--- src/rtl/servo_pkg.sv ---
// servo_pkg: default timing constants and pulse-width clamp shared by the servo PWM block
package servo_pkg;
  localparam int DEF_PERIOD = 1_000_000;
  localparam int DEF_CNT_W = 21;
  localparam int DEF_PW_MIN = 50_000;
  localparam int DEF_PW_MAX = 250_000;
  localparam int DEF_PW_CENTER = 150_000;
  localparam int DEF_STEP = 4_000;
  function automatic int unsigned clamp(input int unsigned v, input int unsigned lo, input int unsigned hi);
    return v < lo ? lo : v > hi ? hi : v;
  endfunction
endpackage

--- src/rtl/servo_ch.sv ---
// servo_ch: one servo channel holding target and active width, frame update, compare and settled flag.
// With SERVO_SLEW_EN defined the active width moves at most STEP cycles toward the target per frame.
module servo_ch
  import servo_pkg::*;
#(
  parameter int CNT_W = DEF_CNT_W,
`ifdef SERVO_SLEW_EN
  parameter int STEP = DEF_STEP,
`endif
  parameter int PW_CENTER = DEF_PW_CENTER
) (
  input  logic             clk,
  input  logic             rst_n,
  input  logic             i_wr,
  input  logic [CNT_W-1:0] i_pw,
  input  logic             i_upd,
  input  logic             i_en,
  input  logic [CNT_W-1:0] i_cnt,
  output logic             o_pwm,
  output logic             o_settled
);
  logic [CNT_W-1:0] r_tgt, r_cur, w_next;
  logic r_en, r_pwm, r_set;
`ifdef SERVO_SLEW_EN
  localparam logic [CNT_W-1:0] STEP_W = CNT_W'(STEP);
  logic w_up;
  logic [CNT_W-1:0] w_diff;
  always_comb begin
    w_up = r_tgt > r_cur;
    w_diff = w_up ? r_tgt - r_cur : r_cur - r_tgt;
    w_next = w_diff <= STEP_W ? r_tgt : w_up ? r_cur + STEP_W : r_cur - STEP_W;
  end
`else
  assign w_next = r_tgt;
`endif
  // Width and enable change only at the frame boundary, so a pulse is never cut short.
  always_ff @(posedge clk) begin
    if (!rst_n) begin
      r_tgt <= CNT_W'(PW_CENTER);
      r_cur <= CNT_W'(PW_CENTER);
      r_en <= 1'b0;
      r_pwm <= 1'b0;
      r_set <= 1'b1;
    end else begin
      if (i_wr) r_tgt <= i_pw;
      if (i_upd) begin
        r_cur <= w_next;
        r_en <= i_en;
      end
      r_pwm <= r_en && i_cnt < r_cur;
      r_set <= r_cur == r_tgt;
    end
  end
  assign o_pwm = r_pwm;
  assign o_settled = r_set;
endmodule

--- src/rtl/servo_pwm_multi.sv ---
// servo_pwm_multi: NCH-channel servo PWM with a shared frame counter and target write decode.
// Define SERVO_SLEW_EN to rate-limit active width changes to STEP cycles per frame.
module servo_pwm_multi
  import servo_pkg::*;
#(
  parameter int NCH = 4,
  parameter int PERIOD = DEF_PERIOD,
  parameter int CNT_W = DEF_CNT_W,
  parameter int PW_MIN = DEF_PW_MIN,
  parameter int PW_MAX = DEF_PW_MAX,
  parameter int PW_CENTER = DEF_PW_CENTER,
  parameter int STEP = DEF_STEP,
  localparam int CH_W = NCH > 1 ? $clog2(NCH) : 1
) (
  input  logic             clk,
  input  logic             rst_n,
  input  logic             wr_en,
  input  logic [CH_W-1:0]  wr_ch,
  input  logic [CNT_W-1:0] wr_pw,
  input  logic [NCH-1:0]   ch_en,
  output logic [NCH-1:0]   pwm,
  output logic             frame_tick,
  output logic [NCH-1:0]   settled
);
  logic [CNT_W-1:0] r_cnt, w_pw;
  logic r_run, r_tick, w_wrap;
  if (NCH < 1 || NCH > 16 || PW_MIN > PW_CENTER || PW_CENTER > PW_MAX || PW_MAX >= PERIOD || STEP < 1 ||
      (CNT_W < 31 && (1 << CNT_W) <= PERIOD)) begin : g_bad_cfg
    $error("servo_pwm_multi: inconsistent parameters");
  end
  assign w_wrap = r_cnt == CNT_W'(PERIOD - 1);
  assign w_pw = CNT_W'(clamp(32'(wr_pw), PW_MIN, PW_MAX));
  // The first cycle after reset release is treated as cnt==0 so the frame_tick follows release directly.
  always_ff @(posedge clk) begin
    if (!rst_n) begin
      r_cnt <= '0;
      r_run <= 1'b0;
      r_tick <= 1'b0;
    end else begin
      r_run <= 1'b1;
      r_cnt <= w_wrap || !r_run ? '0 : r_cnt + 1'b1;
      r_tick <= w_wrap || !r_run;
    end
  end
  assign frame_tick = r_tick;
  for (genvar i = 0; i < NCH; i++) begin : g_ch
    servo_ch #(
      .CNT_W(CNT_W),
`ifdef SERVO_SLEW_EN
      .STEP(STEP),
`endif
      .PW_CENTER(PW_CENTER)
    ) u_ch (
      .clk(clk),
      .rst_n(rst_n),
      .i_wr(wr_en && wr_ch == CH_W'(i)),
      .i_pw(w_pw),
      .i_upd(w_wrap),
      .i_en(ch_en[i]),
      .i_cnt(r_cnt),
      .o_pwm(pwm[i]),
      .o_settled(settled[i])
    );
  end
endmodule
--- config.mk ---
export PLATFORM = sky130hd
export DESIGN_NAME = servo_pwm_multi
export DESIGN_NICKNAME = d
export VERILOG_FILES = /design/src/rtl/servo_pkg.sv /design/src/rtl/servo_ch.sv /design/src/rtl/servo_pwm_multi.sv
export SDC_FILE = /design/constraint.sdc
export NUM_CORES = 1
export LEC_CHECK = 0
export ABC_AREA = 1
export CORE_MARGIN = 2
export CORE_UTILIZATION = 34
export DETAILED_ROUTE_END_ITERATION = 12
export PLACE_DENSITY = 0.6
export SLEW_MARGIN = 30
export SYNTH_ARGS = -nofsm -noshare
export SYNTH_HDL_FRONTEND = slang
export SYNTH_HIERARCHICAL = 1
export SYNTH_SLANG_ARGS = --single-unit
--- constraint.sdc ---
create_clock -name clk -period 2 [get_ports clk]
set_input_delay 0.5 -clock clk [delete_from_list [all_inputs] [get_ports clk]]
set_output_delay 0.5 -clock clk [all_outputs]
set_load 0.005 [all_outputs]
---- Word level (Yosys, flattened, before mapping) ----
Cells that the tools add are included.
storage, ports and cells
  flip-flop bits (word level) ............. 203
operators by class
  add/subtract/negate cells ............... 1
  magnitude comparators ................... 6
  equality and inequality tests ........... 8
  multiplexer cells ....................... 3
  bitwise gates (word level) .............. 1
  reductions and logical operators ........ 12
operator list
  operator                                                          number
  equality test 21 bit                                              4
  < comparator 21 bit                                               4
  2-to-1 mux 21 bit                                                 2
  adder 21 x 1 -> 21 bit (second input constant)                    1
  equality test 21 x 20 -> 1 bit (second input constant)            1
  greater-than comparator 21 x 18 -> 1 bit (second input constant)  1
  < comparator 21 x 16 -> 1 bit (second input constant)             1
  logical AND 1 bit                                                 8
  equality test 2 bit (second input constant)                       2
  equality test 2 x 1 -> 1 bit (second input constant)              1
  logical NOT 2 bit                                                 1
  OR reduction 2 bit                                                1
  logical NOT 1 bit                                                 1
  logical OR 1 bit                                                  1
  2-to-1 mux 1 bit                                                  1
  inverter 1 bit                                                    1

---- Logic depth before layout (Yosys ltp) ----
Gate-level depths: netlist (run 1).
  depth in word-level cells ............... 3
  depth in mapped cells ................... 12
  gate-level depth less buffers ........... 11

---- Cells and area by module ----
Netlist (run 1), hierarchy kept.
modules (own cells, without submodules)
  module           instances  cells an instance  area each (um^2)
  servo_ch         4          340                2,361.0
  servo_pwm_multi  1          251                1,590.3

---- Worst setup path before layout (run 1) ----
No wires, ideal clock.
  path type ............................... register -> register
  start point ............................. register r_cnt[1]
  end point ............................... register g_ch[0].u_ch.r_cur[0]
  arrival time ............................ 2,037 ps
  data required time ...................... 1,878 ps
  slack ................................... -158 ps
  cell stages (with the launch flop) ...... 9
  path buffers ............................ 2
  cell sequence ........................... dfxtp_1 -> ha_1 -> nand3_2 -> nor2_2 -> nand2_1 -> nor2_1 -> buf_2 -> buf_2 -> a21oi_1
between the ends
  cells in the longest elaborated chain, start to end .. 1
ends and longest elaborated chain
  what                            RTL line               text
  start: declaration              servo_pwm_multi.sv:25  logic [CNT_W-1:0] r_cnt, w_pw;
  start signal: assignment        servo_pwm_multi.sv:41  r_cnt <= w_wrap || !r_run ? '0 : r_cnt + 1'b1;
  equality test 21 x 20 -> 1 bit  servo_pwm_multi.sv:31  assign w_wrap = r_cnt == CNT_W'(PERIOD - 1);
  net w_wrap                      servo_pwm_multi.sv:26  logic r_run, r_tick, w_wrap;
  end signal: assignment          servo_ch.sv:40         r_cur <= CNT_W'(PW_CENTER);
  end signal: assignment          servo_ch.sv:47         r_cur <= w_next;
  end: declaration                servo_ch.sv:22         logic [CNT_W-1:0] r_tgt, r_cur, w_next;
The timed path passes the listed nets, and every way through them passes these cells.
A chain may end at the register's enable or synchronous reset.

---- Worst setup path after layout (run 1) ----
  start point ............................. input port wr_pw[17]
  end point ............................... register g_ch[2].u_ch.r_tgt[12]
between the ends
  cells in the longest elaborated chain, start to end .. 3
  elaborated cells on any way between the ends .. 4
  those cells by class .................... order compare: 2; mux: 2
ends and longest elaborated chain
  what                                      RTL line               text
  start: declaration                        servo_pwm_multi.sv:19  input logic [CNT_W-1:0] wr_pw,
  greater-than comparator 21 x 18 -> 1 bit  servo_pkg.sv:10        return v < lo ? lo : v > hi ? hi : v;
  2-to-1 mux 21 bit                         servo_pkg.sv:10
  2-to-1 mux 21 bit *                       servo_pkg.sv:10
  net w_pw[12]                              servo_pwm_multi.sv:25
  end signal: assignment                    servo_ch.sv:39         r_tgt <= CNT_W'(PW_CENTER);
  end signal: assignment                    servo_ch.sv:45         if (i_wr) r_tgt <= i_pw;
  end: declaration                          servo_ch.sv:22
The timed path passes the listed nets; every way through them passes the cells marked *.

==> reports/metrics.yaml, run 1 <==
placed_design:
  portBuffers: 38
  gp_congestion: 0.8442
  dp_hpwl_um: 23460
  dp.cells: 2109
die:
  fp.dieW_um: 184.2
  die_area_um2: 33910
  fp.coreArea_um2: 31720
  start_util_pct: 34.79
  die_h_um: 184.2
  num_rows: 65
  io_pins: 39
finish:
  fillers: 3338
  layout_commonest_cell: "nand2_1"
  n_antenna_cell: 0
  finalNetCount: 1849
  syn_to_final_growth_pct: 20.72
  layout-drive-gt1-share_pct: 11.48
  finalNonFillerCells: 2153
  final_cell_mix: "nand2_1, dfxtp_1, inv_1"
timing:
  slew_headroom_pct: 62.12
  drv_slew: 0
  fin_crit_ns: 1.919
  tns_ns: 0
  setup_viol: 0
  clock_skew_ns: 0.01194
  min_period_over_period_pct: 95.95
  timing_hold_violations_final: 0
  rsz0062_at_grt: "true"
  worst_slew_pin_slew_ns: 0.5682
  fmax_ghz: 0.5211
clock_network:
  cts_hold_buf: 0
  root_buffer: "clkbuf_16"
  clock_path_buffers: 3
  cts.sinks: 203
  clkLatencyLatePin_ns: 0.53
  cts_tree: "yes"
  numCtsBuffers: 24
  cts.clk_slew.worst_paths_ns: 0.06
  h-tree-depth: 1
yosys:
  synth-compound-area-share_pct: 17.64
  synth_flop_cell: "dfxtp_1"
  yosys.area_share.adder_pct: 9.185
  yosysSeqAreaShare_pct: 36.83
  synthXorXnorAreaFrac_pct: 1.667
  synth_top_family_by_area: "simple AND/OR/NAND/NOR gates"
  syn_area_per_cell_um2: 6.849
  async_reset_ff_share_pct: 0
  synth-simple-area-share_pct: 23.83
  synth_cell_types: 34
  netlist_area_um2: 11030
  synth_edf_count: 0
  synth.mux.area_fraction_pct: 0
  ys.warnings.count: 6
  netlist_instances: 1611
  ys_seq_elements: 203
grt:
  grt_usage_pct: 19.04
  grt_pass1_vias: 9734
  antenna_found_initial: 0
  grt_pass1_wl_um: 50800
  overflow: 0
  grt_max_degree: 40
setup_path:
  critPathKind: "in2reg"
  crit_path_top_delay_cell: "clkdlybuf4s50_1"
  cp.arrival_ns: 2.37
  path_max_fanout: 7
  cp-start-kind: "input pin"
  critPathMaxStageDelay_ns: 0.49
  critical_path_required_ns: 2.45
  critPathCaptureType: "flip-flop"
  worstPathCellList: "clkdlybuf4s50_1, inv_2, nor2_2, nand2_2, nor2_2, nand3_1, nand3_2, nand2_4, a21oi_1, o21ai_0, a21oi_1"
  critPathTopFamily: "compound AO/OA/AOI/OAI gates"
  path_buf_inv: 2
route:
  wl_per_cell_um: 14.98
  top_layer_used: "met4"
  ant_nets: 0
  drtIter0Drc: 649
  vias: 10337
  drtPass1Iterations: 5
  drc_errors: 0
  wl_met1_um: 15480
  wl_um: 32250
  wl_met2_um: 14450
  route.met3.wl_um: 1522
  viasPerCell: 4.801
power:
  power_uw: 9130
  p_leak_uw: 0.006575
  powerDensity_nw_per_um2: 685.4
  vdd_drop_max_v: 0.0007203
flow_run:
  cap_violations: 0
worst_hold_path:
  hp-class: "in2reg"
run_status:
  status: "completed"
layout make-up:
type	instances	area, um^2	area share [%]
clock inverter	3	43.79	0.3288
timing repair buffer	142	1269	9.525
inverter	228	855.8	6.425
multi-input combinational	1139	5888	44.20
clock buffer	36	696.9	5.232
sequential	203	4064	30.51
tap	402	503.0	3.776
per-stage QoR:
stage | utilization, % | setup WS, ns | instance area [um^2] | hold WS (ns)
after global routing | 42.00 | -0.003491 | 13320 | 0.3607
after CTS | 41.64 | 0.02547 | 13210 | 0.3509
after global placement | 39.30 | -0.5155 | 12470 | 0.4541
after floorplan | - | 0.004986 | 11080 | 0.4196
after detailed placement | 39.30 | -0.5005 | 12470 | 0.4427
final | 42.00 | 0.08094 | 13320 | 0.3649
where the power goes:
part | leakage [uW] | internal (uW) | switching, uW
combinational | 0.00456 | 298 | 435
sequential | 0.00165 | 4150 | 57.4
clock | 0.000362 | 2510 | 1680
total | 0.00657 | 6950 | 2180
timing repair:
item | 4_1_cts | 5_1_grt
setup endpoints to repair | 0 | 54
resized for setup | 0 | 16
setup buffers | 0 | 3
worst register-to-register path, delay by kind of cell (launching register included):
kind,cells,cell delay (ns)
AO/OA/AOI/OAI,2,0.26
AND/OR/NAND/NOR,4,0.69
buffers and inverters,3,0.47
flip-flops,1,0.31
flip-flops by register name, indices dropped and copies added, names as in the netlist:
name                 flops
g_ch.u_ch/r_tgt         84
g_ch.u_ch/r_cur         84
g_ch.u_ch/o_pwm          4
r_run                    1
frame_tick               1
g_ch.u_ch/r_en           4
g_ch.u_ch/o_settled      4
r_cnt                   21
Yosys cell counts (4+ instances only):
| cell type | number | share of area (%) |
|---|---|---|
| clkbuf_1 | 4 | 0.14 |
| nor2_1 | 146 | 5.0 |
| nand4_1 | 13 | 0.74 |
| xor2_1 | 6 | 0.48 |
| a21o_1 | 4 | 0.27 |
| o21bai_1 | 8 | 0.54 |
| nand3b_1 | 9 | 0.61 |
| o21ai_0 | 140 | 6.3 |
| buf_2 | 29 | 1.3 |
| inv_2 | 29 | 0.99 |
| buf_6 | 9 | 0.92 |
| buf_4 | 10 | 0.68 |
| o21ai_1 | 36 | 1.6 |
| nand3_1 | 34 | 1.5 |
| inv_1 | 199 | 6.8 |
| ha_1 | 81 | 9.2 |
| dfxtp_1 | 203 | 37 |
| xnor2_1 | 15 | 1.2 |
| a21oi_1 | 190 | 8.6 |
| nand2_1 | 411 | 14 |
| nor2_2 | 7 | 0.40 |
| nor3_1 | 11 | 0.50 |
layer usage:
metal  vias up  GRT usage [%]
met1      4684          25.90
met3        42          1.956
met2       202          31.85
li1       5409              -
met5         -              0
met4         0          5.696
cells by family (layout without fill, tap and decap cells):
| logic type | after synthesis | in the layout |
|---|---|---|
| compound gates | 381 | 381 |
| xor+xnor | 21 | 21 |
| fa+ha+maj | 81 | 81 |
| buf+inv | 280 | 409 |
| flops | 203 | 203 |
| other cells | 1 | 12 |
| simple gates | 644 | 644 |
worst paths after layout:
path / from / end / slack (ns) / cells after the start
max: wr_pw[17] / g_ch[2].u_ch/r_tgt[12] / 0.08 / 11
min: rst_n / r_run / 0.36 / 1
max reg2reg: r_cnt[11] / g_ch[2].u_ch/r_cur[18] / 0.18 / 9
min reg2reg: r_run / frame_tick / 0.45 / 1
Note: power is estimated with default switching activity, not from simulation.
==> run 2, diff against run 1 <==
--- a/config.mk
+++ b/config.mk
@@ -10,8 +10,10 @@
 export CORE_UTILIZATION = 34
 export DETAILED_ROUTE_END_ITERATION = 12
 export PLACE_DENSITY = 0.6
+export SETUP_SLACK_MARGIN = 0.2
 export SLEW_MARGIN = 30
 export SYNTH_ARGS = -nofsm -noshare
 export SYNTH_HDL_FRONTEND = slang
 export SYNTH_HIERARCHICAL = 1
 export SYNTH_SLANG_ARGS = --single-unit
+export TNS_END_PERCENT = 20
==> reports/metrics.yaml, run 2 (synthesis results as in run 1) <==
run_status:
  status: "completed"
timing:
  layout_setup_ws_ns: 0.1737
  min_period_over_period_pct: 91.31
  fin_crit_ns: 1.826
  worst_slew_pin_slew_ns: 0.5085
  setup_viol: 0
  rsz0062_at_grt: "true"
  drv_slew: 0
  fmax_ghz: 0.5476
  timing_hold_violations_final: 0
  clock_skew_ns: 0.01327
  slew_headroom_pct: 66.05
route:
  drtIter0Drc: 600
  wl_per_cell_um: 15.58
  vias: 10472
  ant_nets: 0
  drtPass1Iterations: 5
  viasPerCell: 4.828
  drc_errors: 0
  wl_um: 33790
setup_path:
  critPathMaxStageDelay_ns: 0.50
  cp_num_cells: 1
  critPathKind: "reg2out"
  ff2ff_path_depth: 9
  cp.arrival_ns: 1.33
  path_max_fanout: 1
  critPathTopFamily: "buffers and inverters"
  critical_path_required_ns: 1.50
  path_buf_inv: 1
  worstPathCellList: "clkdlybuf4s50_1"
  crit_path_top_delay_cell: "clkdlybuf4s50_1"
  critPathCaptureType: "primary output"
  cp-start-kind: "flip-flop"
clock_network:
  clock_path_buffers: 3
  cts_tree: "yes"
  root_buffer: "clkbuf_16"
  numCtsBuffers: 24
  cts.sinks: 203
  h-tree-depth: 1
  cts.clk_slew.worst_paths_ns: 0.06
  clkLatencyLatePin_ns: 0.52
grt:
  grt_pass1_wl_um: 52180
  grt_usage_pct: 19.63
  grt_max_degree: 34
  antenna_found_initial: 0
  grt_pass1_vias: 9798
  overflow: 0
die:
  die_area_um2: 33910
  io_pins: 39
  fp.coreArea_um2: 31720
  num_rows: 65
  fp.dieW_um: 184.2
  start_util_pct: 34.79
  die_h_um: 184.2
power:
  powerDensity_nw_per_um2: 685.5
  power_uw: 9397
  p_leak_uw: 0.006899
  vdd_drop_max_v: 0.0006137
finish:
  reg.largest.list: "g_ch.u_ch/r_cur: 84 flops, g_ch.u_ch/r_tgt: 84 flops, r_cnt: 21 flops"
  layout-drive-gt1-share_pct: 14.04
  layout_commonest_cell: "nand2_1"
  finalNetCount: 1861
  design_area_um2: 13710
  final_cell_mix: "nand2_1, dfxtp_1, inv_1"
  finalNonFillerCells: 2169
  n_antenna_cell: 0
  syn_to_final_growth_pct: 24.23
placed_design:
  dp_hpwl_um: 24130
  portBuffers: 38
  place_area_um2: 12570
  dp.cells: 2114
  place_ws_ns: -0.5262
  gp_congestion: 0.8594
worst_hold_path:
  hp-class: "in2reg"
  whs_path_depth: 3
flow_run:
  cap_violations: 0
-- run 2: changes by cell type in the layout (fill, tap and decap cells not counted), moves of 4 or more --
cell and delta:
nand2_1 -4, inv_2 +7, clkbuf_8 +5, buf_6 +4, dlymetal6s2s_1 +19, clkbuf_1 -4, inv_1 -8, clkinv_2 +4
clkdlybuf4s50_1 -22, buf_12 +6, nor2_1 -4
-- run 2: worst paths after layout --
kind                          startpoint                     end  slack, ns
setup / recovery  g_ch[1].u_ch/o_settled              settled[1]       0.17
hold / removal                     rst_n  g_ch[3].u_ch/r_tgt[20]       0.40
hold reg to reg                    r_run              frame_tick       0.46
setup reg to reg                r_cnt[9]  g_ch[3].u_ch/r_cur[13]       0.24
-- run 2: what timing repair did --
item / CTS / global route
cloned: 1 / 3
hold endpoints to repair: 0 / 0
setup endpoints to repair: 63 / 148
hold buffers: 0 / 0
resized for setup: 15 / 56
pin swaps: 4 / 15
setup buffers: 1 / 7
-- run 2: cell type report --
cell class                 count  area [um^2]
tap                          402        503.0
fill                        3228        18010
timing repair buffer         153         1503
sequential                   203         4068
clock buffer                  37        750.7
multi-input combinational   1140         5971
clock inverter                 6        55.05
inverter                     228        858.3
-- run 2: report_power, final --
group	switching [uW]	total [uW]	internal, uW
combinational	450	759	309
clock	1740	4430	2690
sequential	60.1	4210	4150
-- run 2: through the flow --
stage | util (%) | TNS [ns] | hold slack, ns
6_report | 43.22 | 0 | 0.4001
2_1_floorplan | - | 0 | 0.4196
4_1_cts | 42.30 | 0 | 0.3972
3_5_place_dp | 39.65 | -27.91 | 0.4485
3_3_place_gp | 39.65 | -25.10 | 0.4617
5_1_grt | 43.22 | 0 | 0.4213
-- run 2: routing by layer --
layer	track usage (%)	vias to the layer above	wire length [um]
li1	-	5440	-
met1	25.16	4751	15250
met2	34.60	216	16080
met3	2.114	65	1293
met4	5.952	0	1165
met5	0	-	0
==> run 3, diff against run 2 <==
--- a/config.mk
+++ b/config.mk
@@ -9,7 +9,7 @@
 export CORE_MARGIN = 2
 export CORE_UTILIZATION = 34
 export DETAILED_ROUTE_END_ITERATION = 12
-export PLACE_DENSITY = 0.6
+export PLACE_DENSITY = 0.58
 export SETUP_SLACK_MARGIN = 0.2
 export SLEW_MARGIN = 30
 export SYNTH_ARGS = -nofsm -noshare
==> constraint.sdc (replaced) <==
create_clock -name clk -period 2.2 [get_ports clk]
set_input_delay 0.55 -clock clk [delete_from_list [all_inputs] [get_ports clk]]
set_output_delay 0.55 -clock clk [all_outputs]
set_load 0.005 [all_outputs]
==> reports/metrics.yaml, run 3 (synthesis results as in run 1) <==
run_status:
  status: "completed"
die:
  fp.dieW_um: 184.2
  num_rows: 65
  start_util_pct: 34.79
  die_area_um2: 33910
  die_h_um: 184.2
  io_pins: 39
  fp.coreArea_um2: 31720
timing:
  worst_slew_pin_slew_ns: 0.6089
  min_period_over_period_pct: 90.22
  tns_ns: 0
  fmax_ghz: 0.5038
  layout_setup_ws_ns: 0.2151
  slew_headroom_pct: 59.35
  fin_crit_ns: 1.985
  rsz0062_at_grt: "true"
  clock_skew_ns: 0.01127
  drv_slew: 0
  timing_hold_violations_final: 0
  setup_viol: 0
setup_path:
  startpoint: "wr_pw[17]"
  crit_path_top_delay_cell: "clkdlybuf4s50_1"
  path_max_fanout: 18
  timing.rr.start: "r_cnt[0]"
  critPathKind: "in2reg"
  critPathCaptureType: "flip-flop"
  critPathMaxStageDelay_ns: 0.50
  cp.arrival_ns: 2.38
  worstPathCellList: "clkdlybuf4s50_1, inv_2, nor2_2, nand2_2, nor2_2, nand3_1, nand3_2, nand2_4, nand2_1, nand2_1, a21oi_1, o21ai_0"
  cp-start-kind: "input pin"
  critical_path_required_ns: 2.60
  ff2ff_path_depth: 10
finish:
  design_area_um2: 13450
  final_util_pct: 42.42
  layout_commonest_cell: "nand2_1"
  n_antenna_cell: 0
  final_cell_mix: "nand2_1, dfxtp_1, inv_1"
  reg.largest.list: "g_ch.u_ch/r_cur: 84 flops, g_ch.u_ch/r_tgt: 84 flops, r_cnt: 21 flops"
  finalNonFillerCells: 2155
  layout-drive-gt1-share_pct: 11.47
  syn_to_final_growth_pct: 21.93
  finalNetCount: 1846
route:
  drtIter0Drc: 679
  vias: 10374
  wl_per_cell_um: 15.50
  drtPass1Iterations: 7
  ant_nets: 0
  wl_um: 33400
  drc_errors: 0
  viasPerCell: 4.814
grt:
  grt_max_degree: 40
  grt_pass1_vias: 9704
  overflow: 0
  grt_pass1_wl_um: 51860
  antenna_found_initial: 0
  grt_usage_pct: 19.68
clock_network:
  root_buffer: "clkbuf_16"
  cts.clk_slew.worst_paths_ns: 0.06
  cts.sinks: 203
  clkLatencyLatePin_ns: 0.52
  numCtsBuffers: 24
  cts_tree: "yes"
  clock_path_buffers: 3
  h-tree-depth: 1
flow_run:
  cap_violations: 0
placed_design:
  place_area_um2: 12420
  dp.cells: 2104
  place_ws_ns: -0.3843
  portBuffers: 38
  dp_hpwl_um: 23430
  gp_congestion: 0.8817
worst_hold_path:
  hp-class: "in2reg"
  hold_start: "rst_n"
  whs_path_depth: 1
power:
  p_seq_share_pct: 43.0
  p_leak_uw: 0.006648
  p_sw_share_pct: 23.50
  netSwitchingPower_uw: 2089
  vdd_drop_max_v: 0.0004732
  powerDensity_nw_per_um2: 660.6
  clock_power_share_pct: 49.5
  p_int_uw: 6799
  p_comb_share_pct: 7.5
## run 3: through the flow
stage / hold slack, ns / total power (uW)
2_1_floorplan: 0.4196 / 4286
3_3_place_gp: 0.4370 / 4557
3_5_place_dp: 0.4409 / 4565
4_1_cts: 0.2821 / 8976
5_1_grt: 0.2951 / 9244
6_report: 0.3037 / 8888
## run 3: layout make-up
type,count,area (um^2)
Clock buffer,30,674.4
Clock inverter,14,200.2
Fill cell,3271,18260
Inverter,228,855.8
Multi-Input combinational cell,1139,5861
Sequential cell,203,4064
Tap cell,402,503.0
Timing Repair Buffer,139,1296
## run 3: final timing paths
kind | slack (ns) | end
hold reg to reg | 0.44 | frame_tick
setup reg to reg | 0.29 | g_ch[3].u_ch/r_cur[18]
setup / recovery | 0.22 | g_ch[3].u_ch/r_tgt[8]
hold / removal | 0.30 | r_run
## run 3: repair_timing
action,CTS,global route
hold buffers,0,0
pin swaps,1,1
gates resized for setup,0,14
buffers inserted,1,3
cloned,1,2
setup endpoints to repair,30,124
## run 3: worst max-delay path, delay by kind of cell
kind | cells | cell delay [ns]
AOI/OAI and AO/OA | 2 | 0.32
buffers and inverters | 2 | 0.55
and+or+nand+nor | 8 | 0.95
## run 3: power groups by stage
stage / Combinational (uW) / Sequential, uW / Clock, uW
2_1_floorplan: 395 / 3890 / 0
3_3_place_gp: 659 / 3900 / 0
3_5_place_dp: 665 / 3900 / 0
4_1_cts: 670 / 3820 / 4490
5_1_grt: 751 / 3830 / 4660
6_report: 670 / 3820 / 4400
## run 3: layer usage
metal  global-route usage [%]  routed length, um
met5                        0                  0
met3                    2.075               1466
met1                    26.30              15660
met4                    6.016                962
met2                    33.39              15310
==> variant: new RTL, flow settings as in run 2 <==
The package constant `DEF_CNT_W` goes from 21 to 42.
--- a/src/rtl/servo_pkg.sv
+++ b/src/rtl/servo_pkg.sv
@@ -3,3 +3,3 @@
   localparam int DEF_PERIOD = 1_000_000;
-  localparam int DEF_CNT_W = 21;
+  localparam int DEF_CNT_W = 42;
   localparam int DEF_PW_MIN = 50_000;
Ports: changed (resized wr_pw); port bits go from 39 to 60. The function was not compared with the original's and may differ.
==> variant against run 2 <==
Final cell count rose by 89%; largest power group unchanged; register-to-register slack worse by 0.15 ns; total power is 92% higher; clock skew increased by 0.0096 ns; synthesized area increased by 93%; sequential cell count rose by 189; synthesized cell count rose by 86%; first-iteration DRC count increased by 98%; wire length grew 83%; setup slack worse by 0.086 ns; sequential share of layout area up 0.61 points; largest cell class unchanged; utilization decreased by 1.2 points; cell area grew 89%; count of clock-buffer cells in the layout rose by 35.
==> variant: results (changes against run 2) <==
| Metric | Value |
|---|---|
| Top flop regs | `g_ch.u_ch/r_cur x168, g_ch.u_ch/r_tgt x168, r_cnt x42 (was g_ch.u_ch/r_cur x84, g_ch.u_ch/r_tgt x84, r_cnt x21)` |
| Global-route wire length before repair | `95.2 mm (was 52.2 mm)` |
| Seq/Total Area, Yosys | `36.8% (about the same)` |
| CP arrival | `2.42 ns (was 1.33 ns)` |
| DP Wirelength | `43.3 mm (was 24.1 mm)` |
| Antenna violations before repair | `1 (was 0)` |
| DP Area | `23900 um2 (was 12600 um2)` |
| Clock Skews | `0.0229 ns (was 0.0133 ns)` |
| Top-area cell type share of the netlist area | `36.8% (about the same)` |
| Outcome | `completed (unchanged)` |
| 1st-iter DRT viols | `1189 (was 600)` |
| Port buffer count | `49 (was 38)` |
| Synth cell types | `38 (was 34)` |
| Layout net count | `3446 (was 1861)` |
| Global-route usage over all layers | `18.9% (was 19.6%)` |
| Post-synthesis average cell area | `7.12 um2 (was 6.85 um2)` |
| Mean routed wirelength per cell | `15.1 um (was 15.6 um)` |
| CP delay by family, top | `simple AND/OR/NAND/NOR gates (was buffers and inverters)` |
| Non-Filler Instances | `4098 (was 2169)` |
| Number of global-route vias before repair | `17100 (was 9798)` |
| Skew-Pair Late Insertion Delay | `0.59 ns (was 0.52 ns)` |
| Max FO, Critical Path | `9 (was 1)` |
| Synth area leaders | `dfxtp_1 37%, nand2_1 11%, ha_1 9.7%, o21ai_0 7.2%, a21oi_1 7.0% (was dfxtp_1 37%, nand2_1 14%, ha_1 9.2%, a21oi_1 8.6%, inv_1 6.8%)` |
| Hold WC Path Type | `input port to flop (unchanged)` |
| H-Tree Level Count | `2 (was 1)` |
| Dpl cells | `4003 (was 2114)` |
| Pleak | `11.6 nW (was 6.90 nW)` |
| Largest stage delay, worst path | `0.33 ns (was 0.50 ns)` |
| GP Congestion | `0.851 (was 0.859)` |
| Total CTS buffers | `47 (was 24)` |
| Syn. warnings | `6 (unchanged)` |
| Largest net degree at the start of global routing | `72 (was 34)` |
| Maximum vdd drop | `0.000567 V (was 0.000614 V)` |
| Clk root buf | `clkbuf_16 (unchanged)` |
| Slowest library cell on the worst path | `dfxtp_2 (was clkdlybuf4s50_1)` |
| Fill count | `6330 (was 3228)` |
| Setup Slack @ Placement | `-0.389 ns (was -0.526 ns)` |
| Layout cells sized above 1 | `10.2% (was 14.0%)` |
| Post-synth top cells | `600 x nand2_1, 392 x dfxtp_1, 385 x nor2_1 (was 411 x nand2_1, 203 x dfxtp_1, 199 x inv_1)` |
| Via Count | `19000 (was 10500)` |
[variant: repair_timing]
action,in CTS,in global routing
gates resized for setup,51,57
setup endpoints to repair,177,255
pin swaps,2,10
buffers inserted,3,4
gates cloned,2,6
[variant: final timing paths]
path	endpoint	slack, ns	cells past startpoint	start
setup / recovery	g_ch[0].u_ch/r_cur[25]	0.09	8	r_cnt[40]
hold / removal	g_ch[1].u_ch/r_cur[34]	0.37	3	rst_n
setup reg to reg	g_ch[0].u_ch/r_cur[25]	0.09	8	r_cnt[40]
hold reg to reg	g_ch[3].u_ch/r_tgt[19]	0.48	2	g_ch[3].u_ch/r_tgt[19]
[variant: kinds of logic (layout without fill, tap and decap cells)]
| group | Yosys count | count (layout) | synth area share (%) |
|---|---|---|---|
| fa+ha+maj | 165 | 165 | 9.69 |
| simple gates | 1168 | 1168 | 22.8 |
| other cells | 1 | 96 | 0.0176 |
| flops | 392 | 392 | 36.8 |
| buf+inv | 479 | 652 | 9.32 |
| compound gates | 641 | 641 | 15.3 |
| xor+xnor | 147 | 147 | 6.05 |
[variant: final cells by class]
type | count | area [um2] | area share (%)
flip-flops and latches | 392 | 7860 | 30.3
well taps | 837 | 1050 | 4.04
multi-input cells | 2217 | 12000 | 46.3
inverters | 371 | 1430 | 5.50
clock buffers | 72 | 1400 | 5.40
repair buffers | 201 | 2070 | 7.98
clock inverters | 8 | 140 | 0.540
[variant: per-stage QoR]
| step | utilization (%) | hold WS (ns) | setup TNS [ns] |
|---|---|---|---|
| finish | 42.0 | 0.373 | 0 |
| CTS | 41.5 | 0.347 | 0 |
| global placement | 38.7 | 0.471 | -24.93 |
| detailed placement | 38.7 | 0.477 | -23.33 |
| floorplan | - | 0.454 | 0 |
| global route | 42.0 | 0.371 | 0 |
[variant: power by group]
part           internal, mW  switching (mW)
clock                  5.29            3.38
combinational         0.509           0.702
sequential             7.99           0.152
total                  13.8            4.24
[variant: per-layer routing]
| layer | up-vias | global-route usage [%] | part of all wire [%] |
|---|---|---|---|
| met1 | 8517 | 26.5 | 48 |
| met5 | - | 0.677 | 0.12 |
| met2 | 413 | 29.4 | 43 |
| met4 | 4 | 6.62 | 3.2 |
| met3 | 123 | 2.96 | 5.9 |
| li1 | 9983 | - | - |
[variant: worst reg2reg max path, cell delays in order, from the launching register on]
cell and delay, ns:
dfxtp_2 0.33, nor4_4 0.31, nand4_1 0.21, nor3_4 0.23
buf_6 0.15, buf_16 0.15, clkbuf_16 0.19, o21ai_0 0.11
a21oi_1 0.15
